`src/rtl/mem_pkg.sv`:
```
// Shared memory-stage definitions: access-size codes, LWL/LWR merge codes and
// the formatted load beat carried from the lane extractor to the output stage.
package mem_pkg;

  localparam int MEM_NB_MAX = 64;

  localparam logic [1:0] SZ_BYTE  = 2'b00;
  localparam logic [1:0] SZ_HALF  = 2'b01;
  localparam logic [1:0] SZ_DWORD = 2'b10;
  localparam logic [1:0] SZ_WORD  = 2'b11;

  localparam logic [1:0] MRG_NONE = 2'b00;
  localparam logic [1:0] MRG_LWL  = 2'b01;
  localparam logic [1:0] MRG_LWR  = 2'b10;

  // dato is sized for the widest datapath; narrower builds zero the upper bits.
  typedef struct packed {
    logic [MEM_NB_MAX-1:0] dato;
    logic                  misaligned;
  } load_beat_t;

endpackage

```
`src/rtl/load_lane_extract.sv`:
```
// Combinational byte-lane select, zero/sign extension and misalignment check.
// With LOAD_UNALIGNED_EN defined, word accesses also support LWL/LWR merging.
module load_lane_extract
  import mem_pkg::*;
#(
  parameter int NB_DATA = 32,
  parameter int NB_MASK = 2,
  parameter int NB_OFS  = $clog2(NB_DATA/8)
) (
  input  logic [NB_DATA-1:0] dato,
  input  logic [NB_OFS-1:0]  offset,
  input  logic [NB_MASK-1:0] mascara,
  input  logic               is_unsigned,
  input  logic [1:0]         merge_mode,
  input  logic [NB_DATA-1:0] rt_old,
  output load_beat_t         beat
);

  logic [7:0]         byte_f;
  logic [15:0]        half_f;
  logic [31:0]        word_f;
  logic [NB_DATA-1:0] res;
  logic               mis;
  logic               sx;

`ifdef LOAD_UNALIGNED_EN
  logic [31:0] mrg;
  int          k;
`else
  logic unused_merge;
  assign unused_merge = ^{merge_mode, rt_old};
`endif

  always_comb begin
    byte_f = dato[8*offset +: 8];
    half_f = dato[16*offset[NB_OFS-1:1] +: 16];
    word_f = dato[32*(int'(offset) >> 2) +: 32];
    sx     = !is_unsigned;
    res    = '0;
    mis    = 1'b0;

    case (mascara)
      SZ_BYTE: begin
        res      = {NB_DATA{sx & byte_f[7]}};
        res[7:0] = byte_f;
      end
      SZ_HALF: begin
        if (offset[0]) begin
          mis = 1'b1;
        end else begin
          res       = {NB_DATA{sx & half_f[15]}};
          res[15:0] = half_f;
        end
      end
      SZ_DWORD: begin
        // A 32-bit datapath has no dword, so code 10 degrades to a word load.
        if (NB_DATA == 64) begin
          if (offset != '0) mis = 1'b1;
          else              res = dato;
        end else begin
          if (offset[1:0] != 2'b00) begin
            mis = 1'b1;
          end else begin
            res       = {NB_DATA{sx & word_f[31]}};
            res[31:0] = word_f;
          end
        end
      end
      default: begin
        if (offset[1:0] != 2'b00) begin
          mis = 1'b1;
        end else begin
          res       = {NB_DATA{sx & word_f[31]}};
          res[31:0] = word_f;
        end
      end
    endcase

`ifdef LOAD_UNALIGNED_EN
    k   = int'(offset[1:0]);
    mrg = '0;
    if (mascara == SZ_WORD && merge_mode == MRG_LWL) begin
      mrg = (word_f << (8*(3-k))) | (rt_old[31:0] & (32'hFFFF_FFFF >> (8*(k+1))));
    end else if (mascara == SZ_WORD && merge_mode == MRG_LWR) begin
      mrg = (word_f >> (8*k)) | (rt_old[31:0] & ~(32'hFFFF_FFFF >> (8*k)));
    end
    // Merges are unaligned by design, so they never raise the address-error flag.
    if (mascara == SZ_WORD && (merge_mode == MRG_LWL || merge_mode == MRG_LWR)) begin
      mis       = 1'b0;
      res       = {NB_DATA{mrg[31]}};
      res[31:0] = mrg;
    end
`endif

    beat                    = '0;
    beat.dato[NB_DATA-1:0]  = mis ? '0 : res;
    beat.misaligned         = mis;
  end

endmodule

```
`src/rtl/load_formatter.sv`:
```
// Pipelined MEM-stage load formatter: lane extraction feeding a registered
// output stage with a one-entry skid buffer. Optional macro: LOAD_UNALIGNED_EN.
module load_formatter
  import mem_pkg::*;
#(
  parameter int NB_DATA = 32,
  parameter int NB_MASK = 2,
  parameter int NB_OFS  = $clog2(NB_DATA/8)
) (
  input  logic               i_clock,
  input  logic               i_reset,
  input  logic               i_valid,
  output logic               o_ready,
  input  logic [NB_DATA-1:0] i_dato,
  input  logic [NB_OFS-1:0]  i_offset,
  input  logic [NB_MASK-1:0] i_mascara,
  input  logic               i_is_unsigned,
  input  logic [1:0]         i_merge_mode,
  input  logic [NB_DATA-1:0] i_rt_old,
  output logic               o_valid,
  input  logic               i_ready,
  output logic [NB_DATA-1:0] o_dato,
  output logic               o_misaligned
);

  // Handshake: a beat transfers on any rising edge where valid and ready are
  // both high; a producer holds valid and payload stable until that edge.

  load_beat_t         beat;
  logic [NB_DATA-1:0] new_dato;
  logic               accept;
  logic               out_free;
  logic               skid_valid;
  logic [NB_DATA-1:0] skid_dato;
  logic               skid_mis;

  load_lane_extract #(
    .NB_DATA (NB_DATA),
    .NB_MASK (NB_MASK),
    .NB_OFS  (NB_OFS)
  ) u_extract (
    .dato        (i_dato),
    .offset      (i_offset),
    .mascara     (i_mascara),
    .is_unsigned (i_is_unsigned),
    .merge_mode  (i_merge_mode),
    .rt_old      (i_rt_old),
    .beat        (beat)
  );

  assign new_dato = beat.dato[NB_DATA-1:0];
  assign accept   = i_valid && o_ready;
  assign out_free = !o_valid || i_ready;

  generate
    if (NB_DATA < MEM_NB_MAX) begin : g_pad
      logic unused_pad;
      assign unused_pad = ^beat.dato[MEM_NB_MAX-1:NB_DATA];
    end
  endgenerate

  always_ff @(posedge i_clock) begin
    if (i_reset) begin
      o_valid      <= 1'b0;
      o_ready      <= 1'b1;
      o_dato       <= '0;
      o_misaligned <= 1'b0;
      skid_valid   <= 1'b0;
      skid_dato    <= '0;
      skid_mis     <= 1'b0;
    end else if (out_free) begin
      // o_ready is low whenever the skid is full, so the two branches never collide.
      if (skid_valid) begin
        o_valid      <= 1'b1;
        o_dato       <= skid_dato;
        o_misaligned <= skid_mis;
        skid_valid   <= 1'b0;
        o_ready      <= 1'b1;
      end else if (accept) begin
        o_valid      <= 1'b1;
        o_dato       <= new_dato;
        o_misaligned <= beat.misaligned;
      end else begin
        o_valid      <= 1'b0;
      end
    end else if (accept) begin
      skid_valid <= 1'b1;
      skid_dato  <= new_dato;
      skid_mis   <= beat.misaligned;
      o_ready    <= 1'b0;
    end
  end

endmodule

```
`config.mk`:
```
export PLATFORM = sky130hd
export DESIGN_NAME = load_formatter
export DESIGN_NICKNAME = d
export VERILOG_FILES = /design/src/rtl/mem_pkg.sv /design/src/rtl/load_lane_extract.sv /design/src/rtl/load_formatter.sv
export SDC_FILE = /design/constraint.sdc
export NUM_CORES = 1
export LEC_CHECK = 0
export CAP_MARGIN = 5
export CORE_ASPECT_RATIO = 2
export CORE_MARGIN = 5
export CORE_UTILIZATION = 35
export DETAILED_ROUTE_END_ITERATION = 10
export PLACE_DENSITY = 0.69
export SLEW_MARGIN = 20
export SYNTH_ARGS = -nofsm -noshare
export SYNTH_HDL_FRONTEND = slang
export SYNTH_SLANG_ARGS = --single-unit
```
`constraint.sdc`:
```
create_clock -name i_clock -period 2.24 [get_ports i_clock]
set_input_delay 0.448 -clock i_clock [delete_from_list [all_inputs] [get_ports i_clock]]
set_output_delay 0.448 -clock i_clock [all_outputs]
set_load 0.1 [all_outputs]
```
==> reports/qor.yml <==
hold_path:
  hp-class: "in -> reg"
  holdPathEnd: "skid_dato[1]"
  min_delay_path_depth: 2
  hold_start: "i_reset"
setup_path:
  required_ps: 2450
  crit_type: "in -> reg"
  end_kind: "flip-flop"
  cp_max_fo: 8
  crit_arrival_ps: 2300
  cp-start-kind: "input pin"
  r2r_slack_ps: 680
  r2r_cells: 5
  timing.rr.start: "o_ready"
  rr_endpoint: "o_dato[31]"
placed_design:
  gp_congestion: 0.879
  portBuffers: 75
  dp_hpwl_um: 7950
  pre_cts_ws_ps: -375
synth:
  synthCells: 406
  syn_area_per_cell_um2: 8.78
  yosys.area.top_type: "dfxtp_1"
  synthDistinctLibCells: 37
  synth.area.top_cells: "dfxtp_1 39%, nand3b_1 6.7%, nor2_1 6.5%"
  async_reset_ff_share_pct: 0
  ys_top_cells_by_count: "69 x dfxtp_1, 62 x nor2_1, 32 x nand3b_1"
  synth.most_common_cell: "dfxtp_1"
  synth_nets: 481
  ys.flop_type: "dfxtp_1"
  netlist_area_mm2: 0.00356
  synth_top_area_share_pct: 38.8
  ys_seq_area_share_pct: 38.8
  synth_edf_count: 0
  yosys_warnings: 0
  synth_seq_cells: 69
pwr:
  power.leakage_nw: 1.89
  powerDensity_mw_per_mm2: 806
  ir_worst_vdd_uv: 380
cts:
  clock-root-buffer: "clkbuf_16"
  worstSkewPairLatency_ps: 340
  cts.sinks: 69
  cts-buffers-inserted: 9
  htreeDepth: 3
  path_clk_slew_ps: 50
  hold_buffers: 0
  cts_tree: "yes"
  clock_path_buffers: 2
route:
  first_iter_violations: 202
  drcViolationCount: 0
  drt-total-wl_um: 10700
  drtAntennaViolNets: 0
  dr.pass1.iters: 4
  vias: 3430
  vias_per_cell: 5.42
  post_drt_wl_per_cell_um: 16.9
floorplanning:
  die_x_um: 81.4
  core.rowCount: 52
  fp.dieArea_mm2: 0.0124
  core_area_mm2: 0.0100
  io_pins: 110
  initial_core_util_pct: 35.6
  die_h_um: 153
sta:
  skew_ps: 4.62
  relSlewSlack_pct: 64.4
  fin_crit_sh_pct: 93.4
  setup_slack_ps: 149
  setup_viol: 0
  worst_pin_slew_ps: 532
  rsz0062_at_grt: "false"
  finalMaxSlewViolations: 0
  period_needed_ps: 2090
  hold_violations: 0
  fmax_mhz: 478
layout:
  fillers: 989
  area_growth_pct: 38.1
  diodes: 0
  drive_gt1_share_pct: 24.9
  fin_util_pct: 49.1
  fin_nets: 568
status:
  outcome: "finished clean"
grt:
  grt_usage_pct: 17.9
  grt_pass1_wl_um: 17200
  grt_pass1_vias: 3510
  antenna_found_initial: 0
  grt_max_degree: 38
  overflow: 0
run:
  cap_viol_max_count: 0
## per-layer routing
metal	vias to the layer above	track usage (%)	wire, um
met5	-	0	0
met4	0	11.6	466
met3	27	2.78	422
met2	91	30.0	5650
met1	1625	20.3	4170
li1	1687	-	-
## state kept, by name, summed over array words and instances (netlist names)
name / cells
o_misaligned: 1
skid_mis: 1
o_dato: 32
skid_valid: 1
o_valid: 1
o_ready: 1
skid_dato: 32
## metrics by stage
stage	power, W	cells	area, um2	setup TNS, ps	hold slack, ps
after floorplan	0.00204	406	3570	0	436
final	0.00397	633	4920	0	403
after CTS	0.00399	633	4910	0	396
after global placement	0.00234	617	4550	-13990	444
after global routing	0.00410	633	4920	0	410
after detailed placement	0.00235	617	4550	-14700	464
## area by class of cell
class | count | area (um2) | area share (%)
clock inverters | 4 | 95.1 | 1.93
clock buffers | 12 | 246 | 5.01
flip-flops and latches | 69 | 1380 | 28.1
inverters | 9 | 33.8 | 0.686
repair buffers | 114 | 995 | 20.2
well taps | 135 | 169 | 3.43
multi-input cells | 290 | 2000 | 40.6
## worst max-delay path: stages
cell             delay, ps
clkdlybuf4s50_1        480
mux4_2                 610
a221o_1                400
a32oi_2                260
a211oi_1               110
## worst max-delay path by stage
stage | from | end | slack, ps
after floorplan | o_ready | o_dato[30] | 260
after global placement | i_offset[1] | o_dato[16] | -360
after detailed placement | i_offset[1] | o_dato[17] | -370
after CTS | i_offset[1] | o_dato[17] | 10
after global routing | i_offset[0] | o_dato[4] | 20
final | i_dato[31] | o_dato[15] | 150
## timing repair
| action | in CTS | in global routing |
|---|---|---|
| pin swaps | 0 | 0 |
| setup buffers | 0 | 0 |
| setup endpoints to repair | 11 | 28 |
| gates resized for setup | 2 | 4 |
## cell families (layout without fill, tap and decap cells)
family                 count (synthesis)  in the layout  synth area share (%)
AOI/OAI and AO/OA                    114            114                  25.0
buffers and inverters                 47            139                  5.86
muxes                                 12             12                  4.49
and+or+nand+nor                      164            164                  25.9
DFF                                   69             69                  38.8
## report_power, final
| part | leakage (nW) | internal, W | total (W) | switching, W |
|---|---|---|---|---|
| logic | 1.16 | 0.000324 | 0.00100 | 0.000678 |
| clock network | 0.167 | 0.00112 | 0.00164 | 0.000520 |
| registers | 0.563 | 0.00129 | 0.00133 | 0.0000354 |
| total | 1.89 | 0.00273 | 0.00397 | 0.00123 |
## placed cells by master (no fill, tap or decap), types with 11 or more instances in the layout
cell type,Yosys,routed
nand2b_1,25,25
a21oi_1,13,13
dfxtp_1,69,67
clkdlybuf4s50_1,0,38
nor2_1,62,59
o21ai_0,14,14
a211oi_1,25,25
nand3b_1,32,32
nor2b_1,11,11
a32oi_1,16,15
buf_4,3,70
Power figures use the tool's default switching activity.
